[src/rtl/status_register_if.sv]
// -----------------------------------------------------------------------------
// status_register_if
//
// Purpose:
//   Groups the write request and status outputs of status_register into one
//   bundle. The master side issues writes and observes the stored status. The
//   slave side is the register itself.
//
// Signals (all are plain logic nets or variables):
//   write_en        master -> slave  load new_state on the next rising clk edge
//   new_state       master -> slave  candidate state value (WIDTH bits)
//   current_state   slave  -> master registered stored state
//   state_changed   slave  -> master one-cycle pulse after a value-changing write
//   state_nonzero   slave  -> master high while current_state is non-zero
//   previous_state  slave  -> master value held before the last changing write
//
// Parameters:
//   WIDTH  data width in bits. It must match the WIDTH of the attached register.
// -----------------------------------------------------------------------------
interface status_register_if #(
  parameter int WIDTH = 8
);

  logic             write_en;
  logic [WIDTH-1:0] new_state;
  logic [WIDTH-1:0] current_state;
  logic             state_changed;
  logic             state_nonzero;
  logic [WIDTH-1:0] previous_state;

  modport master (
    output write_en,
    output new_state,
    input  current_state,
    input  state_changed,
    input  state_nonzero,
    input  previous_state
  );

  modport slave (
    input  write_en,
    input  new_state,
    output current_state,
    output state_changed,
    output state_nonzero,
    output previous_state
  );

endinterface : status_register_if

[src/rtl/status_register.sv]
// -----------------------------------------------------------------------------
// status_register
//
// Purpose:
//   This block holds a WIDTH-bit status word, for example the game result:
//   8'h01 means player 1 won and 8'h02 means player 2 won.
//   - A write loads new_state at the next rising clk edge.
//   - state_changed pulses for one cycle only when the write altered the
//     stored value.
//   - state_nonzero is the OR of all bits of the stored value.
//   - Optionally, the block keeps the value that was replaced by the most
//     recent changing write.
//
// Ports:
//   clk   input   rising-edge clock for all state
//   rst   input   asynchronous, active-high reset. While it is high, every
//                 register is forced to its reset value and writes are ignored.
//   bus   status_register_if.slave
//         write_en, new_state      write request (inputs)
//         current_state            stored value (registered)
//         state_changed            one-cycle pulse after a changing write
//                                  (registered)
//         state_nonzero            |current_state (combinational)
//         previous_state           value before the last changing write
//
// Parameters:
//   WIDTH        state width in bits. It must match bus WIDTH.
//   RESET_VALUE  value loaded into current_state and previous_state on reset
//
// Configuration:
//   STATUS_REGISTER_HISTORY_EN
//     When defined, a history register captures the old current_state at each
//     changing write.
//     When undefined, previous_state is tied to RESET_VALUE and no history
//     register exists.
// -----------------------------------------------------------------------------
module status_register #(
  parameter int               WIDTH       = 8,
  parameter logic [WIDTH-1:0] RESET_VALUE = '0
) (
  input  logic              clk,
  input  logic              rst,
  status_register_if.slave  bus
);

  logic [WIDTH-1:0] state_q;
  logic [WIDTH-1:0] state_d;
  logic             changed_q;
  logic             changed_d;
  logic             write_changes;

  // A write only counts as an update when it alters the stored value. This
  // condition also qualifies the history capture, so rewriting the same value
  // leaves previous_state unchanged.
  assign write_changes = bus.write_en && (bus.new_state != state_q);

  always_comb begin
    state_d   = state_q;
    changed_d = 1'b0;
    if (write_changes) begin
      state_d   = bus.new_state;
      changed_d = 1'b1;
    end
  end

  always_ff @(posedge clk or posedge rst) begin
    if (rst) begin
      state_q   <= RESET_VALUE;
      changed_q <= 1'b0;
    end else begin
      state_q   <= state_d;
      changed_q <= changed_d;
    end
  end

`ifdef STATUS_REGISTER_HISTORY_EN
  logic [WIDTH-1:0] prev_q;
  logic [WIDTH-1:0] prev_d;

  always_comb begin
    prev_d = prev_q;
    if (write_changes) begin
      prev_d = state_q;
    end
  end

  always_ff @(posedge clk or posedge rst) begin
    if (rst) begin
      prev_q <= RESET_VALUE;
    end else begin
      prev_q <= prev_d;
    end
  end

  assign bus.previous_state = prev_q;
`else
  assign bus.previous_state = RESET_VALUE;
`endif

  assign bus.current_state = state_q;
  assign bus.state_changed = changed_q;
  assign bus.state_nonzero = |state_q;

endmodule : status_register

[src/flat_wrapper.sv]
// flat-port wrapper written by rule: the top's interface ports become plain ports
module status_register_flat 
#(
  parameter int               WIDTH       = 8,
  parameter logic [WIDTH-1:0] RESET_VALUE = '0
)
  (clk, rst, bus_write_en, bus_new_state, bus_current_state, bus_state_changed, bus_state_nonzero, bus_previous_state);
  status_register_if #(.WIDTH(WIDTH)) bus_i ();
  input  logic clk;
  input  logic rst;
  input wire logic [$bits(bus_i.write_en)-1:0] bus_write_en;
  input wire logic [$bits(bus_i.new_state)-1:0] bus_new_state;
  output wire logic [$bits(bus_i.current_state)-1:0] bus_current_state;
  output wire logic [$bits(bus_i.state_changed)-1:0] bus_state_changed;
  output wire logic [$bits(bus_i.state_nonzero)-1:0] bus_state_nonzero;
  output wire logic [$bits(bus_i.previous_state)-1:0] bus_previous_state;
  assign bus_i.write_en = bus_write_en;
  assign bus_i.new_state = bus_new_state;
  assign bus_current_state = bus_i.current_state;
  assign bus_state_changed = bus_i.state_changed;
  assign bus_state_nonzero = bus_i.state_nonzero;
  assign bus_previous_state = bus_i.previous_state;
  status_register #(.WIDTH(WIDTH), .RESET_VALUE(RESET_VALUE)) u_core (.clk(clk), .rst(rst), .bus(bus_i));
endmodule
[config.mk]
export PLATFORM = sky130hd
export DESIGN_NAME = status_register_flat
export DESIGN_NICKNAME = d
export VERILOG_FILES = /design/src/rtl/status_register_if.sv /design/src/rtl/status_register.sv /design/src/flat_wrapper.sv
export SDC_FILE = /design/constraint.sdc
export NUM_CORES = 1
export LEC_CHECK = 0
export CAP_MARGIN = 25
export CORE_ASPECT_RATIO = 0.9
export CORE_MARGIN = 2
export CORE_UTILIZATION = 30
export CTS_BUF_LIST = sky130_fd_sc_hd__clkbuf_8
export CTS_CLUSTER_SIZE = 12
export DETAILED_ROUTE_END_ITERATION = 10
export DONT_BUFFER_PORTS = 1
export GPL_TIMING_DRIVEN = 0
export PLACE_DENSITY = 0.41
export SYNTH_ARGS = -nofsm -noshare
export SYNTH_HDL_FRONTEND = slang
export SYNTH_SLANG_ARGS = --single-unit
[constraint.sdc]
create_clock -name clk -period 3.2 [get_ports clk]
set_input_delay 0.64 -clock clk [delete_from_list [all_inputs] [get_ports clk]]
set_output_delay 0.64 -clock clk [all_outputs]
set_load 0.01 [all_outputs]
==> impl_metrics.tcl <==
set metrics [dict create \
    use_met1_pct 9.87 \
    drv_cap 0 \
    syn_avg_cell_area_um2 11.9 \
    leakage_nw 0.266 \
    grt_start_max_net_pins 10 \
    n_antenna_cell 0 \
    die_x_um 47.1 \
    syn-cell-area_um2 502 \
    p_seq_share_pct 45.7 \
    crit_arrival_ps 1160 \
    synth_edf_count 0 \
    grt_use_total_pct 11.0 \
    clk_latency_ps 230 \
    gp_congestion 0.669 \
    hold_viol 0 \
    swShare_pct 25.7 \
    hold_path_class "in2async" \
    post_drt_wl_per_cell_um 12.9 \
    drt_iter0_drc 1 \
    htreeDepth 1 \
    use_met3_pct 9.79 \
    final_net_count 65 \
    skew_ps 3.84 \
    clkPwrFrac_pct 39.6 \
    synth_top_cells_by_area "dfrtp_1, mux2_2, xnor2_1" \
    cts_setup_buffers 0 \
    finalSetupViolCount 0 \
    power_density_mw_per_mm2 530 \
    fin_crit_ps 1800 \
    grt_pass1_vias 312 \
    cts_tree "built" \
    place_ws_ps 1350 \
    period_share_pct 56.4 \
    worstPathRequired_ps 2560 \
    grt_overflow 0 \
    synthFlopType "dfrtp_1" \
    synth_top_area_cell "dfrtp_1" \
    cts_root_buf "clkbuf_8" \
    rows 13 \
    p_int_w 0.000237 \
    slowest_delay_ps 450 \
    post_synth_num_cell_types 10 \
    cp_slowest_cell "dfrtp_1" \
    outcome "finished clean" \
    crit_chain "nor4_1 > nand2_1" \
    ys_ff_latch 9 \
    drtPass1Iterations 3 \
    cts_sinks 9 \
    final_area_um2 601 \
    yosysMostFrequentCell "dfrtp_1" \
    fillerInstances 150 \
    cp-end-kind "output port" \
    grt_pass1_wl_mm 1.46 \
    synth_common_cells "dfrtp_1, buf_4, mux2_2, xnor2_1" \
    p_sw_w 0.0000817 \
    max_freq_mhz 555 \
    wl_um 971 \
    core_area_mm2 0.00151 \
    yosys_warnings 0 \
    grt_use_met2_pct 17.0 \
    num_vias 328 \
    grt_antenna_before_repair 0 \
    rsz0062_at_grt "no" \
    cts_buffers 3 \
    clockBufferDepth 2 \
    slew_viol_final 0 \
    drc 0 \
    cts_hold_buffers 0 \
    io_buffers 0 \
    clk_pin_slew_worst_paths_ps 40 \
    design.die.area_mm2 0.00202 \
    ant_nets 0 \
    area.growth.synth_to_final_pct 19.7 \
    ioPinCount 29 \
    setup_slack_ps 1400 \
    syn_inst 42 \
    ctsResizeCount 0 \
    critPathMaxFanout 4 \
    seq_area_frac_synth_pct 44.9 \
    pwr-share-comb_pct 14.7 \
    critPathKind "reg2out" \
    cp-start-kind "register" \
    setup_tns_ps 0 \
    die_h_um 42.8 \
    p_total_w 0.000318 \
    via_per_inst 4.37 \
    place_area_um2 556 \
    drive_gt1_share_pct 37.7 \
    synth.top_cell.area_share_pct 44.9 \
    ys_async_sr_fraction_pct 100 \
    start_util_pct 33.2 \
    busiest_layer "met2" \
    peakVddDrop_mv 0.267 \
]
[power by group through the flow]
stage	registers (W)	clock network, W	logic [W]
after floorplan	0.000143	0	0.0000426
after global placement	0.000147	0	0.0000463
after detailed placement	0.000147	0	0.0000469
after CTS	0.000146	0.000130	0.0000471
after global routing	0.000147	0.000137	0.0000525
final	0.000146	0.000126	0.0000468
[cells by family after synthesis]
kind of cell	Yosys count	synth area share (%)
DFF	9	44.9
xor gates and xnor gates	8	14.0
other	1	0.747
AOI/OAI and AO/OA	1	3.24
muxes	8	18.0
buffers and inverters	10	13.5
and+or+nand+nor	5	5.73
[area by class of cell]
type | count | area (um^2) | share of cell area, %
Clock inverter | 1 | 3.75 | 0.625
Buffer | 8 | 60.1 | 10.0
Tap cell | 22 | 27.5 | 4.58
Multi-Input combinational cell | 30 | 235 | 39.2
Inverter | 2 | 7.51 | 1.25
Clock buffer | 3 | 41.3 | 6.87
Sequential cell | 9 | 225 | 37.5
[worst paths after layout]
kind	from	end	depth (start not counted)	slack (ps)
max reg2reg	u_core.bus.current_state[2]	u_core.bus.current_state[7]	4	1530
max in group asynchronous	rst	u_core.bus.current_state[7]	1	2680
max	u_core.bus.current_state[6]	bus_state_nonzero	2	1400
min in group clk	bus_new_state[6]	u_core.bus.current_state[6]	1	560
min	rst	u_core.bus.current_state[5]	1	260
min reg2reg	u_core.bus.current_state[0]	u_core.bus.current_state[0]	1	650
[per-layer routing]
layer	up-vias	part of all wire, %
met5	-	0
met4	0	1.1
met3	2	15
met2	21	49
met1	158	35
li1	147	-
[registers in the layout, indices dropped and copies added, names as in the netlist]
name / cells
u_core.bus.current_state: 8
u_core.bus.state_changed: 1
[through the flow]
stage | instances | util [%] | hold WS [ps]
3_5_place_dp | 71 | 36.7 | 511
3_3_place_gp | 71 | 36.7 | 509
6_report | 75 | 39.7 | 258
2_1_floorplan | 49 | - | 468
5_1_grt | 75 | 39.7 | 285
4_1_cts | 75 | 39.7 | 264
[layout by cell type (no fill, tap or decap)]
master,count
mux2_2,8
buf_4,8
nor4_1,2
o21ai_4,1
dfrtp_1,9
clkbuf_8,3
inv_1,3
xnor2_1,8
conb_1,8
nand2_1,1
nand4_1,2
[critical path, delay by kind of cell (launching register included)]
kind	cells	cell delay, ps
simple gates	2	490
flops	1	450
Note: power is estimated with default switching activity, not from simulation.
